$ cat config.mk
export PLATFORM = sky130hd
export DESIGN_NAME = keypad_scanner
export DESIGN_NICKNAME = d
export VERILOG_FILES = /design/src/rtl/ttt_pkg.sv /design/src/rtl/sync2.sv /design/src/rtl/keypad_scanner.sv
export SDC_FILE = /design/constraint.sdc
export NUM_CORES = 1
export LEC_CHECK = 0
export CORE_MARGIN = 3
export CORE_UTILIZATION = 35
export DETAILED_ROUTE_END_ITERATION = 6
export SYNTH_ARGS = -nofsm -noshare
export SYNTH_HDL_FRONTEND = slang
export SYNTH_SLANG_ARGS = --single-unit
$ cat constraint.sdc
create_clock -name clk_100MHz -period 3.98 [get_ports clk_100MHz]
set_input_delay 0.398 -clock clk_100MHz [delete_from_list [all_inputs] [get_ports clk_100MHz]]
set_output_delay 0.398 -clock clk_100MHz [all_outputs]
set_load 0.05 [all_outputs]
$ cat src/rtl/ttt_pkg.sv
// rtl/ttt_pkg.sv - shared constants, press-FSM encoding and popcount helper for the keypad front end
package ttt_pkg;

  localparam int N_SQUARES = 9;
  localparam int N_ROWS    = 3;

  typedef enum logic [1:0] {
    RELEASED = 2'd0,
    PRESSED  = 2'd1,
    LOCKED   = 2'd2
  } press_state_t;

  function automatic logic [3:0] popcount9(input logic [N_SQUARES-1:0] v);
    logic [3:0] n;
    n = '0;
    for (int i = 0; i < N_SQUARES; i++) begin
      n = n + {3'b000, v[i]};
    end
    return n;
  endfunction

endpackage

$ cat src/rtl/sync2.sv
// rtl/sync2.sv - two-flop synchroniser for an asynchronous input bus
module sync2 #(
  parameter int               WIDTH     = 1,
  parameter logic [WIDTH-1:0] RESET_VAL = '0
) (
  input  logic             clk,
  input  logic             rst_n,
  input  logic [WIDTH-1:0] d,
  output logic [WIDTH-1:0] q
);

  logic [WIDTH-1:0] meta;

  always_ff @(posedge clk or negedge rst_n) begin
    if (!rst_n) begin
      meta <= RESET_VAL;
      q    <= RESET_VAL;
    end else begin
      meta <= d;
      q    <= meta;
    end
  end

endmodule

$ cat src/rtl/keypad_scanner.sv
// rtl/keypad_scanner.sv - 3x3 active-low keypad scanner with debounce, multi-key rejection and press strobe
module keypad_scanner
  import ttt_pkg::*;
#(
  parameter int SCAN_DIV       = 100000,
  parameter int DEBOUNCE_SCANS = 4
) (
  input  logic       clk_100MHz,
  input  logic       reset,
  input  logic [2:0] col,
  output logic [2:0] row,
  output logic [8:0] cuadro,
  output logic       key_pulse,
  output logic       multi_key
);

  localparam int                SLOT_W    = $clog2(SCAN_DIV);
  localparam int                STAB_W    = $clog2(DEBOUNCE_SCANS + 1);
  localparam logic [SLOT_W-1:0] SLOT_LAST = SLOT_W'(SCAN_DIV - 1);
  localparam logic [STAB_W-1:0] STAB_MAX  = STAB_W'(DEBOUNCE_SCANS);
  localparam logic [1:0]        LAST_ROW  = 2'(N_ROWS - 1);

  logic [2:0]            col_q;
  logic [2:0]            col_s;
  logic [SLOT_W-1:0]     slot_cnt;
  logic [1:0]            row_idx;
  logic [N_SQUARES-1:0]  snapshot;
  logic [N_SQUARES-1:0]  snap_next;
  logic [N_SQUARES-1:0]  prev_scan;
  logic [N_SQUARES-1:0]  debounced;
  logic [STAB_W-1:0]     stable_cnt;
  logic [STAB_W-1:0]     stab_next;
  logic                  slot_last;

  press_state_t          state;
  press_state_t          state_next;
  logic [3:0]            pop;
  logic [N_SQUARES-1:0]  cuadro_d;
  logic                  pulse_d;
  logic                  multi_d;

  // Synchroniser idles at the pulled-up level so reset does not look like a press.
  sync2 #(
    .WIDTH     (3),
    .RESET_VAL (3'b111)
  ) u_col_sync (
    .clk   (clk_100MHz),
    .rst_n (reset),
    .d     (col),
    .q     (col_q)
  );

  assign col_s     = ~col_q;
  assign row       = ~(3'b001 << row_idx);
  assign slot_last = (slot_cnt == SLOT_LAST);

  always_comb begin
    snap_next = snapshot;
    case (row_idx)
      2'd0:    snap_next[2:0] = col_s;
      2'd1:    snap_next[5:3] = col_s;
      default: snap_next[8:6] = col_s;
    endcase
  end

  always_comb begin
    stab_next = STAB_W'(1);
    if (snap_next == prev_scan) begin
      stab_next = (stable_cnt == STAB_MAX) ? STAB_MAX : stable_cnt + STAB_W'(1);
    end
  end

  always_ff @(posedge clk_100MHz or negedge reset) begin
    if (!reset) begin
      slot_cnt   <= '0;
      row_idx    <= '0;
      snapshot   <= '0;
      prev_scan  <= '0;
      debounced  <= '0;
      stable_cnt <= '0;
    end else if (slot_last) begin
      slot_cnt <= '0;
      row_idx  <= (row_idx == LAST_ROW) ? 2'd0 : row_idx + 2'd1;
      snapshot <= snap_next;
      // Row-2 sample closes a full scan; debounce against the previous one.
      if (row_idx == LAST_ROW) begin
        stable_cnt <= stab_next;
        if (snap_next != prev_scan) begin
          prev_scan <= snap_next;
        end
        if (stab_next == STAB_MAX) begin
          debounced <= snap_next;
        end
      end
    end else begin
      slot_cnt <= slot_cnt + SLOT_W'(1);
    end
  end

  assign pop = popcount9(debounced);

  always_ff @(posedge clk_100MHz or negedge reset) begin
    if (!reset) begin
      state <= RELEASED;
    end else begin
      state <= state_next;
    end
  end

  always_comb begin
    state_next = state;
    case (state)
      RELEASED: begin
        if (pop == 4'd1)      state_next = PRESSED;
        else if (pop >= 4'd2) state_next = LOCKED;
      end
      PRESSED: begin
        if (pop == 4'd0)      state_next = RELEASED;
        else if (pop >= 4'd2) state_next = LOCKED;
      end
      LOCKED: begin
        if (pop == 4'd0)      state_next = RELEASED;
      end
      default: state_next = RELEASED;
    endcase
  end

  // LOCKED holds cuadro at zero until every key is released.
  always_comb begin
    cuadro_d = '0;
    if (state_next == PRESSED) begin
      cuadro_d = debounced;
    end
    pulse_d = (state == RELEASED) && (pop == 4'd1);
    multi_d = (pop >= 4'd2);
  end

  always_ff @(posedge clk_100MHz or negedge reset) begin
    if (!reset) begin
      cuadro    <= '0;
      key_pulse <= 1'b0;
      multi_key <= 1'b0;
    end else begin
      cuadro    <= cuadro_d;
      key_pulse <= pulse_d;
      multi_key <= multi_d;
    end
  end

endmodule

* Word level (Yosys, flattened, before mapping)
Cells that the tools add are included.
** Storage, ports and cells
- Register bits after elaboration :: 68
- Input bits :: 5
- Logic and storage cells :: 59
** Operators by class
- $add $sub $neg :: 11
- Reduce and logical (&&, ||, !) cells :: 8
- Shifts and indexed selects :: 1
- Equality and inequality tests :: 11
- Bitwise logic cells :: 2
- $lt $le $gt $ge :: 1
- Mux-type cells :: 13
** Operators by type and width (count)
- $add 4x1->4 :: 5
- $add 17x1->17 const B :: 1
- $eq 17x17->1 const B :: 1
- $mux 17 :: 1
- $mux 3 :: 5
- $mux 2 :: 5
- $eq 9x9->1 :: 1
- $mux 9 :: 1
- $ne 9x9->1 :: 1
- $eq 2x1->1 const B :: 3
- $eq 3x3->1 const B :: 2
- $not 3->3 :: 2
- $pmux 2 s3 :: 1
- $reduce_and 3->1 :: 2
- $add 3x1->4 :: 1
- $eq 2x2->1 const B :: 2
- $eq 4x1->1 const B :: 1
- $ge 4x2->1 const B :: 1
- $logic_not 2->1 :: 2
- $logic_not 4->1 :: 1
- $add 2x1->3 :: 1
- $add 3x1->3 const B :: 1
- $shl 1x2->3 const A :: 1
- $add 1x1->2 :: 1
- 4 further kinds :: 4

* Longest topological paths before layout
Gate-level depths: netlist of run 1.
- Depth in word-level cells :: 14
- Depth in mapped cells :: 12
- Depth with buffers taken out :: 12

* Hierarchy
From an unflattened synthesis of run 1, not the netlist that was laid out.
** Unflattened totals
- Cells, all modules :: 278
- Area total of the unflattened synthesis :: 3170.5 um2
** By module, submodules not included
- keypad_scanner :: cells an instance 272, area an instance 3012.9 um2, times used 1, seq. area each 1551.5 um2
- sync2 :: cells an instance 6, area an instance 157.7 um2, times used 1, seq. area each 157.7 um2

* Worst setup path before layout of run 1
Ideal clock, no wire load.
- Path type :: register to register
- Start :: register debounced[1]
- End :: register cuadro[0]
- Period minus slack after synthesis :: 3.258 ns
- Library setup time :: 0.101 ns
- Cell stages (with the launch flop) :: 11
- Slack :: 0.722 ns
- Path buffers :: 1
- Data required time :: 3.879 ns
- Arrival time :: 3.157 ns
- Path through :: dfrtp_1 -> inv_1 -> fa_1 -> fa_1 -> fa_1 -> fa_1 -> inv_1 -> fa_1 -> o21bai_1 -> clkbuf_1 -> nor4_1
** Between the ends
- Longest elaborated chain between the ends :: 14
- Elaborated cells on any way between the ends :: 18
- Those cells by class :: add/sub: 8; order compare: 1; eq/ne: 2; mux: 6; reduce/logical: 1
** Ends and longest elaborated chain
- from (decl) :: RTL line keypad_scanner.sv:30 : logic [N_SQUARES-1:0] debounced;
- from (signal assigned) :: RTL line keypad_scanner.sv:92 : debounced <= snap_next;
- $add 1x1->2 * :: RTL line ttt_pkg.sv:17 : n = n + {3'b000, v[i]};
- $add 2x1->3 * :: RTL line ttt_pkg.sv:17
- $add 3x1->4 * :: RTL line ttt_pkg.sv:17
- $add 4x1->4 * (5 in series) :: RTL line ttt_pkg.sv:17
- $ge 4x2->1 *
- named net multi_d :: RTL line keypad_scanner.sv:40 : logic multi_d;
- $mux 2 * :: RTL line keypad_scanner.sv:115, keypad_scanner.sv:119
- $mux 2, on equally long branches :: RTL line keypad_scanner.sv:118, keypad_scanner.sv:114
- $pmux 2 s3 * :: RTL line keypad_scanner.sv:112 : case (state)
- $eq 2x1->1 * :: RTL line keypad_scanner.sv:131 : if (state_next == PRESSED) begin
- $mux 9 * :: RTL line keypad_scanner.sv:131
- named net cuadro_d[0] :: RTL line keypad_scanner.sv:38 : logic [N_SQUARES-1:0] cuadro_d;
- to (signal assigned) :: RTL line keypad_scanner.sv:144 : cuadro <= cuadro_d;
- to (decl) :: RTL line keypad_scanner.sv:12 : output logic [8:0] cuadro,
The timed path passes the listed nets; every way through them passes the cells marked *.
A chain may end at the register's enable or synchronous reset.

* Final worst setup path of run 1
- Start :: register debounced[1]
- End :: register state[1]
** Between the ends
- Longest elaborated chain between the ends :: 12
- Elaborated cells on any way between the ends :: 16
- Those cells by class :: add/sub: 8; order compare: 1; eq/ne: 1; mux: 5; reduce/logical: 1
** Ends and longest elaborated chain
- $add 1x1->2 * :: RTL line ttt_pkg.sv:17
- $add 2x1->3 * :: RTL line ttt_pkg.sv:17
- $add 3x1->4 * :: RTL line ttt_pkg.sv:17
- $add 4x1->4 * (5 in series) :: RTL line ttt_pkg.sv:17
- $ge 4x2->1 :: RTL line keypad_scanner.sv:115, keypad_scanner.sv:119
- $mux 2 :: RTL line keypad_scanner.sv:115, keypad_scanner.sv:119
- $mux 2, on equally long branches :: RTL line keypad_scanner.sv:118, keypad_scanner.sv:114
- $pmux 2 s3 * :: RTL line keypad_scanner.sv:112
- named net state_next[1] :: RTL line keypad_scanner.sv:36 : press_state_t state_next;
- to (signal assigned) :: RTL line keypad_scanner.sv:106 : state <= state_next;
- to (decl) :: RTL line keypad_scanner.sv:35 : press_state_t state;
Marked as above.

==> metrics.md, run 1 <==
| Metric | Value |
|---|---|
| Run status | `complete, no violations` |
| Simple-gate share of the synthesized area | `16.29%` |
| Starting Density | `a little over a third` |
| Largest family of logic cells by synthesized area | `simple AND/OR/NAND/NOR gates` |
| Final #Nets | `between 300 and 400` |
| Vias per cell | `5.035` |
| CP max-delay cell | `fa_1` |
| Worst VDD drop | `0.2152 mV` |
| FFs w/ async S/R, synth | `between 90% and 100%` |
| Post-Synth Adder-Cell Area | `5.126%` |
| Most used DFF post-synth | `dfrtp_1` |
| Mean area per synthesized cell | `10.83 sq um` |
| Die H | `101.2 um` |
| Post_cts resized | `0` |
| Max-cap violations | `0` |
| Register bit total from synthesis | `68` |
| Synth top area cells | `dfrtp_1 (49%), dfstp_2 (5.0%), xnor2_1 (3.6%), mux2_2 (3.2%), fa_1 (3.2%)` |
| Post-synthesis sequential area ratio | `53.86%` |
| First-pass GRT wire length | `10540 um` |
| HPWL after detailed placement | `about 4200 um` |
| Chip width | `101.2 um` |
| Fmax | `0.2802 GHz` |
| DRC errors left | `0` |
| RSZ-0062 raised after global routing | `false` |
| CTS max path bufs | `2` |
| Slew Limit Fails | `0` |
| Post-synth EDFFs | `0` |
| Number of global-route vias before repair | `around 2100` |
| CP arrival | `3770 ps` |
| Hold Buf Count CTS | `0` |
| Crit path time final | `3569 ps` |
| Synth Area in Compound Gates | `9.069%` |
| IO Port Bufs | `18` |
| Post-Synth XOR/XNOR Area | `5.521%` |
| Most used cell, CP | `fa_1` |
| Gpl congestion | `0.8113` |
| Pre-CTS setup slack | `between 400 and 500 ps` |
| Cell count after synthesis | `approximately 290` |
| Relative slew slack | `44.96%` |
| CTS tree | `done` |
| FILL cells | `825` |
| Buf/Inv on CP | `3` |
| ANT cells | `0` |
| CTS H-tree lvls | `3` |
| CTS sink cnt | `68` |
| Commonest non-fill, non-tap cell in the layout | `dfrtp_1` |
| Tcrit/Tclk final | `89.67%` |
| DR vias | `2155` |
| Critical path, cell by cell | `inv_1, fa_1, fa_1, fa_1, fa_1, inv_1, fa_1, nand2_1, a211oi_1, o21bai_1, buf_4, a21oi_1, a21oi_1` |
| Cell variety after synth | `46` |
| Area grow syn2layout | `16.84%` |
| Yosys warns | `0` |
| Area leader, netlist | `dfrtp_1` |
| Final setup violation count | `0` |
| PnR worst setup slack | `411.2 ps` |
| Setup CP Type | `reg2reg` |
| Commonest non-fill, non-tap cells in the layout | `dfrtp_1 (62), inv_1 (24), nand2_1 (22), nor2_1 (20), o21ai_0 (18)` |
| Mux cell area share after synthesis | `5.718%` |
| Post-route ant nets | `0` |
| Worst Path Required | `4180 ps` |
| Final Hold Fails | `0` |
| Setup TNS | `0 ps` |
| Gr usage total | `13.05%` |
| Total CTS buffers | `9` |
| Layout cells sized above 1 | `about 13%` |
| Routed length per instance | `14.12 um` |
| Syn nets | `308` |
| Clock skew | `7.437 ps` |
| Core Box Area | `0.008763 sq mm` |
| Post-CTS Setup Bufs | `0` |
| Hold Path Class | `in2async` |
| Top cell type's share of synthesized area | `approximately half` |
| Gr ovfl total | `0` |
| Worst slew pin tran | `825.6 ps` |
| Leakage | `1.701 nW` |
| Largest net degree at the start of global routing | `38` |
| Initial antenna violation count | `0` |
| CP Launch Type | `flop` |
| Iter 0 DRT Violations | `about 90` |
| Kind of cell adding the most delay to the critical path | `adder cells` |
| Root buffer cell | `clkbuf_8` |
| Overall routed net length | `roughly 6000 um` |
| DR pass1 iterations | `4` |
| Worst path max stage delay | `510 ps` |
| CP max FO | `7` |
| Crit end category | `flop` |
| Die area | `0.01024 sq mm` |
| Cell Pwr Density | `approximately 380 mW/mm^2` |
| Clock Latency Late Sink | `approximately 340 ps` |
| Io pins | `19` |
| Rows | `34` |
| Mapped cell area | `0.003173 sq mm` |
| Clock transition at the registers of the reported paths | `80 ps` |
-- report_power, final --
part	switching, mW	total [mW]	internal (mW)
registers	0.00575	0.702	0.696
logic	0.0167	0.0226	0.00589
clock network	0.280	0.700	0.420
-- Yosys cell counts, types with 8 or more instances --
library cell	n
dfrtp_1	62
inv_1	24
nand2_1	22
nor2_1	20
o21ai_0	18
a21oi_1	16
xnor2_1	13
nor4_1	11
mux2_2	9
clkbuf_1	8
mux2i_1	8
nand3_1	8
-- final timing paths --
| check | start | to | slack [ps] | cells after the start |
|---|---|---|---|---|
| setup / recovery | debounced[1] | state[1] | 410 | 13 |
| hold / removal | reset | key_pulse | 150 | 1 |
| setup reg to reg | debounced[1] | state[1] | 410 | 13 |
| hold reg to reg | u_col_sync.meta[1] | u_col_sync.q[1] | 360 | 0 |
| max in group asynchronous | reset | slot_cnt[0] | 2900 | 2 |
| min in group clk_100MHz | u_col_sync.meta[1] | u_col_sync.q[1] | 360 | 0 |
-- cells by family (layout without fill, tap and decap cells) --
group,after synthesis,count (layout)
simple gates,95,95
flops,68,68
compound gates,48,48
buf+inv,35,62
xor+xnor,20,20
mux,17,17
fa+ha+maj,10,10
-- routing by layer --
metal / track usage (%) / share of wire [%] / vias up
li1: - / - / 1059
met1: 18.73 / 50 / 1054
met2: 19.06 / 45 / 38
met3: 3.788 / 3.7 / 4
met4: 4.090 / 0.91 / 0
met5: 0 / 0 / -
-- registers in the layout, indices dropped and copies added, names as in the netlist --
register / count
slot_cnt: 17
cuadro: 9
debounced: 9
prev_scan: 9
snapshot: 9
stable_cnt: 3
u_col_sync.meta: 3
u_col_sync.q: 3
row_idx: 2
state: 2
key_pulse: 1
multi_key: 1
-- through the flow --
| step | util, % | std cells | power [mW] | hold slack (ps) | area [sq um] |
|---|---|---|---|---|---|
| detailed placement | 39.48 | 412 | 0.7395 | 347.9 | 3460 |
| floorplan | - | 293 | 0.7177 | 102.4 | 3173 |
| CTS | 42.30 | 428 | 1.447 | 177.4 | 3707 |
| global placement | 39.48 | 412 | 0.7388 | 346.4 | 3460 |
| global route | 42.30 | 428 | 1.483 | 199.7 | 3707 |
| finish | 42.30 | 428 | 1.425 | 149.0 | 3707 |
-- final cells by class --
class	instances	area, sq um	share of cell area (%)
inverter	25	93.84	2.531
clock buffer	9	123.9	3.341
tap	108	135.1	3.645
multi-input combinational	190	1324	35.71
sequential	68	1709	46.10
clock inverter	7	123.9	3.341
timing repair buffer	21	197.7	5.332
Power figures use the tool's default switching activity.
==> run 2: changes to the inputs <==
CORE_MARGIN = default   (was 3)
RECOVER_POWER = 100   (was default)
==> metrics.md, run 2 (same netlist as run 1, synthesis figures left out) <==
| Metric | Value |
|---|---|
| Routed length per instance | `14.22 um (+0.72%)` |
| CP Launch Type | `flop` |
| Clock transition at the registers of the reported paths | `70 ps (about the same)` |
| Most used cell, CP | `fa_1` |
| Gpl congestion | `0.7923 (-2.3%)` |
| Cell Pwr Density | `335.8 mW/mm^2 (-13%)` |
| Met1 WL | `2919 um (-4.3%)` |
| CTS H-tree lvls | `3 (unchanged)` |
| CP max-delay cell | `fa_1` |
| CTS max path bufs | `2 (unchanged)` |
| Fmax | `0.2798 GHz (-0.15%)` |
| CTS sink cnt | `68 (unchanged)` |
| FILL cells | `864 (+4.7%)` |
| Largest net degree at the start of global routing | `41 (+7.9%)` |
| Kind of cell adding the most delay to the critical path | `adder cells` |
| Net switching power | `0.2785 mW (-7.8%)` |
| Multi-input gate area | `0.001301 sq mm (-1.7%)` |
| Crit Reg-Reg Endpoint | `cuadro[4]` |
| Setup TNS | `0 ps (unchanged)` |
| Buf/Inv on CP | `3 (unchanged)` |
| Setup CP Type | `reg2reg` |
| Commonest non-fill, non-tap cell in the layout | `dfrtp_1` |
| Tcrit/Tclk final | `89.80% (+0.13 points)` |
| Starting Density | `36.21% (unchanged)` |
| Top reg by flops | `slot_cnt` |
| Core Box Area | `0.008763 sq mm (unchanged)` |
| Worst reg2reg startpoint | `debounced[1]` |
| Failing checks | `capacitance limit, slew limit` |
| Rows | `34 (unchanged)` |
| Crit end category | `flop` |
| Min Hold Slack | `357.1 ps (+208.2 ps)` |
| IO Port Bufs | `18 (unchanged)` |
| Sequential power share | `58.3% (+9.0 points)` |
| Placed Instances | `411 (-0.24%)` |
| Final Hold Fails | `0 (unchanged)` |
| Worst hold stages | `0` |
| Crit path time final | `3574 ps (+5.297 ps)` |
| Hold Crit Start | `u_col_sync.meta[0]` |
| ANT cells | `0 (unchanged)` |
| DR vias | `2144 (-0.51%)` |
| Worst VDD drop | `0.1573 mV (-27%)` |
| Uppermost layer routed | `met4` |
| Register area | `0.001709 sq mm (unchanged)` |
| Total CTS buffers | `9 (unchanged)` |
| Max reg flops | `17 (unchanged)` |
| R2R Setup Slk | `410 ps (about the same)` |
| WL met3 | `261 um (+17%)` |
| CP max FO | `11 (+4)` |
| Switching Fraction | `23.14% (+1.9 points)` |
| Io pins | `19 (unchanged)` |
| CTS tree | `done` |
| DRC errors left | `0 (unchanged)` |
| Hold Path End | `u_col_sync.q[0]` |
| Clock skew | `10.99 ps (+3.556 ps)` |
| Hold Path Class | `reg2reg` |
| FF-to-FF path depth | `10 (-3)` |
| Worst path max stage delay | `520 ps (about the same)` |
| Post_cts resized | `0 (unchanged)` |
| Total design power | `1.203 mW (-16%)` |
| Finished Layout Cells | `427 (-0.23%)` |
| Clock network fraction of total power | `40.0% (-9.1 points)` |
| CP startpoint | `debounced[1]` |
| Area grow syn2layout | `12.93%` |
| Overall routed net length | `6074 um (+0.48%)` |
| Hold Buf Count CTS | `0 (unchanged)` |
| DR pass1 iterations | `4 (unchanged)` |
| Die area | `0.009451 sq mm (-7.7%)` |
| Worst slew pin tran | `2087 ps (+1261 ps)` |
| Worst Path Required | `4210 ps (+30 ps)` |
| Max-cap violations | `2 (+2)` |
| Critical path, cell by cell | `inv_1, fa_1, fa_1, fa_1, fa_1, inv_1, fa_1, o21bai_1, clkbuf_1, nor4_1` |
| Final setup violation count | `0 (unchanged)` |
| Die H | `97.22 um (-4.0%)` |
| Root buffer cell | `clkbuf_8` |
| Leakage | `1.657 nW (-2.6%)` |
| RSZ-0062 raised after global routing | `false` |
| Relative slew slack | `-39.12% (-84 points)` |
| Initial antenna violation count | `0 (unchanged)` |
| Combinational power share | `1.7% (about the same)` |
| Iter 0 DRT Violations | `93 (+4.5%)` |
| Met2 routed WL | `2760 um (+1.6%)` |
| CP arrival | `3800 ps (+30 ps)` |
| Final #Nets | `329 (-0.30%)` |
| Run status | `finished with violations` |
| Commonest non-fill, non-tap cells in the layout | `dfrtp_1 (62), inv_1 (24), nand2_1 (22), nor2_1 (20), o21ai_0 (18)` |
| Internal power | `0.9249 mW (-18%)` |
| First-pass GRT wire length | `10780 um (+2.2%)` |
| Gr ovfl total | `0 (unchanged)` |
| Layout cells sized above 1 | `9.718% (-2.8 points)` |
| Post-route ant nets | `0 (unchanged)` |
| Clock Latency Late Sink | `340 ps (about the same)` |
| Chip width | `97.22 um (-4.0%)` |
| Gr usage total | `14.33% (+1.3 points)` |
| Number of global-route vias before repair | `2210 (+4.8%)` |
| Slew Limit Fails | `71 (+71)` |
| Post-CTS Setup Bufs | `0 (unchanged)` |
| HPWL after detailed placement | `4207 um (+1.3%)` |
| Vias per cell | `5.021 (-0.28%)` |
## run 2: changes by cell type in the layout (fill, tap and decap cells not counted), sizes merged
cell,previous run,this run
clkbuf,9,14
bufinv,3,0
clkinv,3,5
buf,4,0
inv,25,24
clkdlybuf4s50,17,0
dlygate4sd3,0,17
## run 2: worst max path at each step
stage | to | slack [ps] | depth (start not counted)
floorplan | cuadro[0] | 720 | 10
global placement | state[1] | 630 | 11
detailed placement | cuadro[4] | 520 | 12
CTS | cuadro[4] | 500 | 10
global route | state[1] | 220 | 13
finish | cuadro[4] | 410 | 10
## run 2: power by group through the flow
stage | clock [mW] | combinational [mW] | sequential, mW
after floorplan | 0 | 0.00752 | 0.710
after global placement | 0 | 0.0236 | 0.715
after detailed placement | 0 | 0.0240 | 0.715
after CTS | 0.503 | 0.0240 | 0.702
after global routing | 0.535 | 0.0250 | 0.702
final | 0.481 | 0.0204 | 0.702
## run 2: layout make-up
type | instances | share of cell area [%]
Clock inverter | 5 | 0.8729
Sequential cell | 68 | 47.70
Tap cell | 108 | 3.771
Inverter | 25 | 2.619
Timing Repair Buffer | 20 | 5.063
Multi-Input combinational cell | 190 | 36.31
Clock buffer | 11 | 3.666
## run 2: per-stage QoR
| step | worst slack, ps | utilization [%] | area, sq um |
|---|---|---|---|
| floorplan | 722.0 | - | 3173 |
| global placement | 629.9 | 39.39 | 3452 |
| detailed placement | 518.9 | 39.39 | 3452 |
| CTS | 502.6 | 41.25 | 3615 |
| global route | 223.6 | 40.89 | 3583 |
| finish | 405.9 | 40.89 | 3583 |
## run 2: metal layers
layer,up-vias,track usage [%]
li1,1055,-
met1,1034,19.73
met2,44,21.45
met3,11,2.950
met4,0,7.240
met5,-,0
